<file path="src/rtl/i2s_rx_deser.sv">
// I2S receiver: synchronises sclk/lrclk/sdata into aud_mclk, frames MSB-first words and buffers them for AXI-Stream.
// Optional I2S_RX_SWAP_CHAN_EN inverts the channel tag for boards with swapped left/right wiring.
module i2s_rx_deser #(
    parameter int DATA_WIDTH = 24,
    parameter int FIFO_DEPTH = 4
) (
    input  logic        aud_mclk,
    input  logic        aud_mrst_n,
    input  logic        rx_en,
    input  logic        sclk_in,
    input  logic        lrclk_in,
    input  logic        sdata_0_in,
    output logic [31:0] m_axis_tdata,
    output logic [2:0]  m_axis_tid,
    output logic        m_axis_tvalid,
    input  logic        m_axis_tready,
    output logic [15:0] fifo_rdata_count,
    output logic        frame_err,
    output logic        irq,
    input  logic        irq_clr
);
    localparam int AW = $clog2(FIFO_DEPTH);
    localparam logic [1:0] ST_SEEK  = 2'd0;
    localparam logic [1:0] ST_SHIFT = 2'd1;
    localparam logic [1:0] ST_WAIT  = 2'd2;
    localparam logic [5:0] LAST_BIT = 6'(DATA_WIDTH - 1);
    localparam logic [AW:0] PTR_ONE = {{AW{1'b0}}, 1'b1};

    logic [1:0] sclk_sync, lr_sync, sd_sync;
    logic       sclk_q, sclk_s, lr_s, sd_s, sclk_rise;
    logic       lr_prev, lr_edge;
    logic [1:0] state;
    logic [5:0] cnt;
    logic       ch;
    logic [DATA_WIDTH-2:0] sreg;
    logic       push;
    logic [DATA_WIDTH:0] push_data;

    always_ff @(posedge aud_mclk or negedge aud_mrst_n) begin
        if (!aud_mrst_n) begin
            sclk_sync <= '0;
            lr_sync   <= '0;
            sd_sync   <= '0;
            sclk_q    <= 1'b0;
        end else begin
            sclk_sync <= {sclk_sync[0], sclk_in};
            lr_sync   <= {lr_sync[0], lrclk_in};
            sd_sync   <= {sd_sync[0], sdata_0_in};
            sclk_q    <= sclk_sync[1];
        end
    end

    assign sclk_s    = sclk_sync[1];
    assign lr_s      = lr_sync[1];
    assign sd_s      = sd_sync[1];
    assign sclk_rise = sclk_s & ~sclk_q;
    assign lr_edge   = lr_s ^ lr_prev;

    // The last bit goes straight into the FIFO on its own rise so the word is readable one cycle later.
    assign push      = rx_en & sclk_rise & (state == ST_SHIFT) & ~lr_edge & (cnt == LAST_BIT);
    assign push_data = {ch, sreg, sd_s};

    always_ff @(posedge aud_mclk or negedge aud_mrst_n) begin
        if (!aud_mrst_n) begin
            state     <= ST_SEEK;
            cnt       <= '0;
            ch        <= 1'b0;
            sreg      <= '0;
            lr_prev   <= 1'b0;
            frame_err <= 1'b0;
        end else begin
            frame_err <= 1'b0;
            if (sclk_rise) lr_prev <= lr_s;
            if (!rx_en) begin
                state <= ST_SEEK;
            end else if (sclk_rise) begin
                case (state)
                    ST_SEEK, ST_WAIT: begin
                        if (lr_edge) begin
                            cnt   <= '0;
                            ch    <= lr_s;
                            state <= ST_SHIFT;
                        end
                    end
                    ST_SHIFT: begin
                        if (lr_edge) begin
                            frame_err <= 1'b1;
                            cnt       <= '0;
                            ch        <= lr_s;
                        end else begin
                            sreg <= {sreg[DATA_WIDTH-3:0], sd_s};
                            cnt  <= cnt + 6'd1;
                            if (cnt == LAST_BIT) state <= ST_WAIT;
                        end
                    end
                    default: state <= ST_SEEK;
                endcase
            end
        end
    end

    logic [DATA_WIDTH:0] mem [FIFO_DEPTH];
    logic [AW:0] wr_ptr, rd_ptr, count;
    logic        empty, full, pop, wr_ok, overflow;
    logic [DATA_WIDTH:0] head;

    assign empty    = (wr_ptr == rd_ptr);
    assign full     = (wr_ptr[AW] != rd_ptr[AW]) && (wr_ptr[AW-1:0] == rd_ptr[AW-1:0]);
    assign pop      = ~empty & m_axis_tready;
    assign wr_ok    = push & (~full | pop);
    assign overflow = push & full & ~pop;
    assign head     = mem[rd_ptr[AW-1:0]];

    always_ff @(posedge aud_mclk) begin
        if (wr_ok) mem[wr_ptr[AW-1:0]] <= push_data;
    end

    always_ff @(posedge aud_mclk or negedge aud_mrst_n) begin
        if (!aud_mrst_n) begin
            wr_ptr <= '0;
            rd_ptr <= '0;
            count  <= '0;
            irq    <= 1'b0;
        end else begin
            if (wr_ok) wr_ptr <= wr_ptr + PTR_ONE;
            if (pop)   rd_ptr <= rd_ptr + PTR_ONE;
            case ({wr_ok, pop})
                2'b10:   count <= count + PTR_ONE;
                2'b01:   count <= count - PTR_ONE;
                default: count <= count;
            endcase
            // Overflow set takes priority over a simultaneous clear.
            if (overflow)     irq <= 1'b1;
            else if (irq_clr) irq <= 1'b0;
        end
    end

    assign m_axis_tvalid    = ~empty;
    assign m_axis_tdata     = empty ? 32'd0 : (32'(head[DATA_WIDTH-1:0]) << (32 - DATA_WIDTH));
    assign fifo_rdata_count = 16'(count);
`ifdef I2S_RX_SWAP_CHAN_EN
    assign m_axis_tid = {2'b00, ~head[DATA_WIDTH] & ~empty};
`else
    assign m_axis_tid = {2'b00, head[DATA_WIDTH] & ~empty};
`endif

endmodule

</file>
<file path="config.mk">
export PLATFORM = sky130hd
export DESIGN_NAME = i2s_rx_deser
export DESIGN_NICKNAME = d
export VERILOG_FILES = /design/src/rtl/i2s_rx_deser.sv
export SDC_FILE = /design/constraint.sdc
export NUM_CORES = 1
export LEC_CHECK = 0
export CAP_MARGIN = 30
export CORE_MARGIN = 5
export CORE_UTILIZATION = 39
export DETAILED_ROUTE_END_ITERATION = 12
export PLACE_DENSITY = 0.6
export SLEW_MARGIN = 20
export SYNTH_ARGS = -nofsm -noshare
export SYNTH_HDL_FRONTEND = slang
export SYNTH_SLANG_ARGS = --single-unit
</file>
<file path="constraint.sdc">
create_clock -name aud_mclk -period 3.1 [get_ports aud_mclk]
set_input_delay 0.62 -clock aud_mclk [delete_from_list [all_inputs] [get_ports aud_mclk]]
set_output_delay 0.62 -clock aud_mclk [all_outputs]
set_load 0.005 [all_outputs]
</file>
==> results.toml, run 1 <==
[routing]
via_per_inst = 4.694
first_pass_iters = 4
drt_iter0_markers = 204
wl_mm = 10.51
drc_errors = 0
vias = 3042
wl_per_cell_um = 16.21
ant_nets = 0

[sta]
slew_headroom_pct = 45.70
setup_viol_count_final = 0
worstMarginPinSlew_ns = 0.8145
finalCritPeriodShare_pct = 95.36
skew_ns = 0.008211
period_needed_ns = 2.956
slew_violations = 0
hold_viol = 0
max_freq_mhz = 338.3

[critical_path]
critical_path.endpoint = "m_axis_tdata[24]"
critPathMaxFanout = 12
worstSetupPathType = "reg2out"
start_kind = "register"
critPathLaunch = "rd_ptr[0]"
r2r_start = "cnt[3]"
reg2reg_slack_ns = 0.60
crit_slowest_cell = "dfrtp_4"
rr_worst_depth = 5
worstPathCellList = "buf_12 > mux4_2 > nor2b_1 > clkdlybuf4s50_1"
worstPathRequired_ns = 2.48
end_kind = "primary output"
cp_data_arrival_time_ns = 2.34
r2r_end = "mem[3][11]"
slowest_delay_ns = 0.60

[place]
hpwl_mm = 6.322
port_buffers = 38
place.gp.congestion = 0.7714
placed_area_sq_um = 6879

[yosys]
syn_avg_cell_area_sq_um = 17.01
ys_types = 41
synth_xor_xnor_area_share_pct = 1.986
netlist_instances = 363
synth_edf_count = 100
synthMuxAreaShare_pct = 13.84
synth_ff_type = "edfxtp_1"
synth_top_family_by_area = "multiplexers"
synth_seq_cells = 151
synthAdderAreaFrac_pct = 1.540
synthArstFlopShare_pct = 33.77
synth-compound-area-share_pct = 1.905
syn_area_sq_um = 6173
yosys.area_share.simple_pct = 7.094
synth-seq-area-share_pct = 69.31
synth_warnings = 0

[flow_run]
max_cap_violations = 0

[grt]
grt_pass1_wl_mm = 16.79
grt_pass1_vias = 3119
grt_overflow_total = 0
grt_max_degree = 31
grt_usage_pct = 12.32
antenna_found_initial = 0

[floorplanning]
die-area_sq_um = 18450
die_x_um = 135.8
fp.dieH_um = 135.8
start_util_pct = 39.29
rows = 46
io_pins = 62
core_area_sq_um = 15710

[clocking]
cts-resized-gates = 1
post_cts_buffers = 0
cts_tree = "done"
clkLatencyLatePin_ns = 0.42
cts-root-buf = "clkbuf_16"
clkSinkCount = 151
htree_num_levels = 4
cts_buffers = 17
clockBufferDepth = 2
cts.clk_slew.worst_paths_ns = 0.06
holdBufCountCts = 0

[min_path]
hp-class = "in2async"

[layout]
stdcell_area_sq_um = 7438
final_cell_mix = "edfxtp_1 (100), dfrtp_1 (50), clkdlybuf4s50_1 (37), nor2b_1 (29)"
postLayoutCoreUtil_pct = 47.34
layout_commonest_cell = "edfxtp_1"
drive_above_1_share_pct = 22.69
area_delta_synth_final_pct = 20.49
nets = 434
n_antenna_cell = 0

[power]
irDropWorstVdd_v = 0.0003541
p_leak_nw = 2.793
fin_total_pwr_mw = 5.154
power_density_nw_per_um2 = 692.9

[run_status]
status = "complete, no violations"
[where the power goes]
part	switching [mW]	leakage [nW]	internal [mW]
sequential	0.0990	1.59	2.21
clock	0.763	0.267	1.12
combinational	0.423	0.941	0.543
[metal layers]
layer | track usage, % | share of wire (%) | vias up
li1 | - | - | 1418
met5 | 0 | 0 | -
met1 | 15.27 | 43 | 1545
met4 | 5.375 | 1.9 | 0
met3 | 3.294 | 4.1 | 16
met2 | 20.41 | 51 | 63
[cell usage after synthesis, types with 3 or more instances]
master	count	area share, %
nor2b_1	29	2.9
a21oi_1	3	0.24
nor2_1	9	0.55
xnor2_1	7	0.99
xor2_1	7	0.99
o21ai_0	6	0.49
nand3_1	3	0.24
buf_4	23	2.8
mux2_2	25	4.6
nand2_1	15	0.91
mux4_2	25	9.1
buf_2	6	0.49
clkbuf_1	7	0.43
and2_1	6	0.61
ha_1	6	1.2
inv_1	9	0.55
dfrtp_1	51	21
edfxtp_1	100	49
[cell families (layout without fill, tap and decap cells)]
group / Yosys count / in the layout
AND/OR/NAND/NOR: 77 / 77
multiplexers: 51 / 51
flip-flops: 151 / 151
buffers and inverters: 45 / 92
XOR/XNOR: 14 / 14
adder cells (fa/ha/maj): 7 / 7
AO/OA/AOI/OAI: 17 / 17
other: 1 / 23
[metrics by stage]
stage	hold slack [ns]	setup slack [ns]	cells	setup TNS (ns)
after detailed placement	0.3449	0.1572	616	0
after floorplan	0.3244	0.4833	385	0
after global routing	0.3499	-0.01462	648	-0.01462
after CTS	0.3216	0.06333	648	0
final	0.2906	0.1438	648	0
after global placement	0.3323	0.2014	616	0
[worst max-delay path: cells and delay by family, from the launching register on]
| kind | cells | cell delay (ns) |
|---|---|---|
| buffers and inverters | 2 | 0.65 |
| muxes | 1 | 0.50 |
| DFF | 1 | 0.60 |
| and+or+nand+nor | 1 | 0.17 |
[registers in the layout (all words and copies together), names as in the netlist]
signal,flops
ch,1
cnt,6
count,3
frame_err,1
irq,1
lr_prev,1
lr_sync,2
mem,100
rd_ptr,3
sclk_q,1
sclk_sync,2
sd_sync,2
sreg,23
state,2
wr_ptr,3
[worst min path at each step]
stage | start | endpoint | slack (ns) | cells after the start
global placement | lr_sync[0] | lr_sync[1] | 0.33 | 0
CTS | aud_mrst_n | count[1] | 0.32 | 1
finish | aud_mrst_n | cnt[1] | 0.29 | 1
detailed placement | lr_sync[0] | lr_sync[1] | 0.34 | 0
global route | aud_mrst_n | cnt[1] | 0.35 | 1
floorplan | aud_mrst_n | ch | 0.32 | 0
[cell type report]
class | instances | area [sq um]
flip-flops and latches | 151 | 4283
repair buffers | 51 | 573.1
fillers | 1350 | 8274
clock inverters | 12 | 102.6
inverters | 9 | 33.78
clock buffers | 20 | 446.7
well taps | 216 | 270.3
multi-input cells | 189 | 1729
No activity file was read; power rests on OpenSTA's default activity.
==> inputs of run 2 (changes only) <==
--- a/config.mk
+++ b/config.mk
@@ -8,7 +8,9 @@
 export CAP_MARGIN = 30
 export CORE_MARGIN = 5
 export CORE_UTILIZATION = 39
+export CTS_CLUSTER_DIAMETER = 200
 export DETAILED_ROUTE_END_ITERATION = 12
+export GPL_ROUTABILITY_DRIVEN = 0
 export PLACE_DENSITY = 0.6
 export SLEW_MARGIN = 20
 export SYNTH_ARGS = -nofsm -noshare
==> results of run 2 <==
Same layout as run 1: the final DEF is identical, and so are final timing and power.
==> inputs of run 3 (changes only) <==
--- a/config.mk
+++ b/config.mk
@@ -7,11 +7,11 @@
 export LEC_CHECK = 0
 export CAP_MARGIN = 30
 export CORE_MARGIN = 5
-export CORE_UTILIZATION = 39
+export CORE_UTILIZATION = 50
 export CTS_CLUSTER_DIAMETER = 200
 export DETAILED_ROUTE_END_ITERATION = 12
 export GPL_ROUTABILITY_DRIVEN = 0
-export PLACE_DENSITY = 0.6
+export PLACE_DENSITY = 0.75
 export SLEW_MARGIN = 20
 export SYNTH_ARGS = -nofsm -noshare
 export SYNTH_HDL_FRONTEND = slang
==> run 3 against run 2 <==
  * Routed wire length fell by 3.2%
  * Core utilization is 14 points higher
  * First-iteration DRC count shrank 20%
  * Clock power increased by 11%
  * Critical path depth stayed put
  * Sequential power decreased by 2%
  * Register-to-register slack about the same
  * Fmax is 2.3% higher
  * Final cell count down 6.9%
  * Die area shrank 20%
  * Clock-buffer cell count stayed put
  * Largest cell class unchanged
==> results.toml, run 3 (same netlist as run 1, synthesis figures left out) <==
[run_status]
status = "complete, no violations"

[layout]
area_delta_synth_final_pct = 19.50
layout_commonest_cell = "edfxtp_1"
postLayoutCoreUtil_pct = 61.16
drive_above_1_share_pct = 23.45
largest_register_ffs = 100
seq_area_sq_um = 4279
nets = 437
multiInputGateArea_sq_um = 1722
n_antenna_cell = 0
final_cell_mix = "edfxtp_1 (100), dfrtp_1 (51), clkdlybuf4s50_1 (37), nor2b_1 (29)"
fillers = 857

[critical_path]
worstSetupPathType = "reg2out"
worstPathCellList = "buf_4 > mux4_2 > nor2b_1 > clkdlybuf4s50_1"
crit_slowest_cell = "mux4_2"
crit_family = "buffers and inverters"
slowest_delay_ns = 0.56
critPathBufInv = 2
worstPathRequired_ns = 2.48
start_kind = "register"
critPathMaxFanout = 15
cp_data_arrival_time_ns = 2.27
end_kind = "primary output"

[clocking]
post_cts_buffers = 0
cts.clk_slew.worst_paths_ns = 0.06
clkSinkCount = 151
holdBufCountCts = 0
cts-resized-gates = 0
clkLatencyLatePin_ns = 0.40
clockBufferDepth = 2
cts-root-buf = "clkbuf_16"
htree_num_levels = 4
cts_buffers = 17
cts_tree = "done"

[routing]
top_layer = "met4"
wl_mm = 10.17
route.met3.wl_um = 485
first_pass_iters = 6
drt_iter0_markers = 164
route.met2.wl_mm = 5.323
drt-met1-wl_mm = 4.236
vias = 3045
wl_per_cell_um = 16.86
ant_nets = 0
via_per_inst = 5.050
drc_errors = 0

[sta]
max_freq_mhz = 345.9
slew_violations = 0
period_needed_ns = 2.891
worstMarginPinSlew_ns = 0.6736
slew_headroom_pct = 55.10
skew_ns = 0.01237
fin_setup_tns_ns = 0
rsz0062_at_grt = "false"
hold_viol = 0
setup_viol_count_final = 0
finalCritPeriodShare_pct = 93.26

[grt]
antenna_found_initial = 0
grt_overflow_total = 0
grt_pass1_vias = 3215
grt_max_degree = 52
grt_usage_pct = 14.95
grt_pass1_wl_mm = 16.69

[place]
hpwl_mm = 6.167
port_buffers = 38

[flow_run]
max_cap_violations = 0

[power]
power_density_nw_per_um2 = 718.1
p_leak_nw = 2.807
irDropWorstVdd_v = 0.0003750

[floorplanning]
core_area_sq_um = 12060
die-area_sq_um = 14670
io_pins = 62
fp.dieH_um = 121.1
rows = 40
die_x_um = 121.1
start_util_pct = 51.18

[min_path]
hp-class = "in2async"
run 3: power breakdown:
group          switching [mW]  internal [mW]
Sequential             0.0567           2.20
Combinational           0.454          0.507
Clock                   0.775           1.30
Total                    1.29           4.01
run 3: final cells by class:
type                    count  share of cell area [%]
inverters                   9                  0.4579
flip-flops and latches    151                   58.01
multi-input cells         189                   23.34
clock buffers              20                   6.055
clock inverters            12                   2.239
repair buffers             54                   7.056
well taps                 168                   2.849
run 3: worst paths after layout:
kind | from | end | slack (ns) | depth (start not counted)
hold / removal | aud_mrst_n | sclk_sync[0] | 0.32 | 2
setup reg to reg | cnt[3] | mem[2][13] | 0.61 | 5
min in group aud_mclk | sd_sync[0] | sd_sync[1] | 0.35 | 0
hold reg to reg | sd_sync[0] | sd_sync[1] | 0.35 | 0
max in group asynchronous | aud_mrst_n | sreg[11] | 2.31 | 2
setup / recovery | rd_ptr[0] | m_axis_tdata[21] | 0.21 | 4
run 3: per-layer routing:
| layer | up-vias | GRT usage [%] |
|---|---|---|
| met3 | 9 | 3.543 |
| met1 | 1521 | 18.37 |
| met4 | 0 | 5.099 |
| met2 | 93 | 25.98 |
| met5 | - | 0 |
| li1 | 1422 | - |
run 3: stage by stage:
step	hold slack (ns)	setup slack [ns]	cell area (sq um)	instances	power (mW)
after floorplan	0.3244	0.4833	6256	385	2.882
after global placement	0.3319	0.2114	6765	571	3.256
after detailed placement	0.3347	0.1224	6765	571	3.274
after CTS	0.3478	0.1620	7377	603	5.353
after global routing	0.3529	0.07777	7377	603	5.544
final	0.3247	0.2089	7377	603	5.298
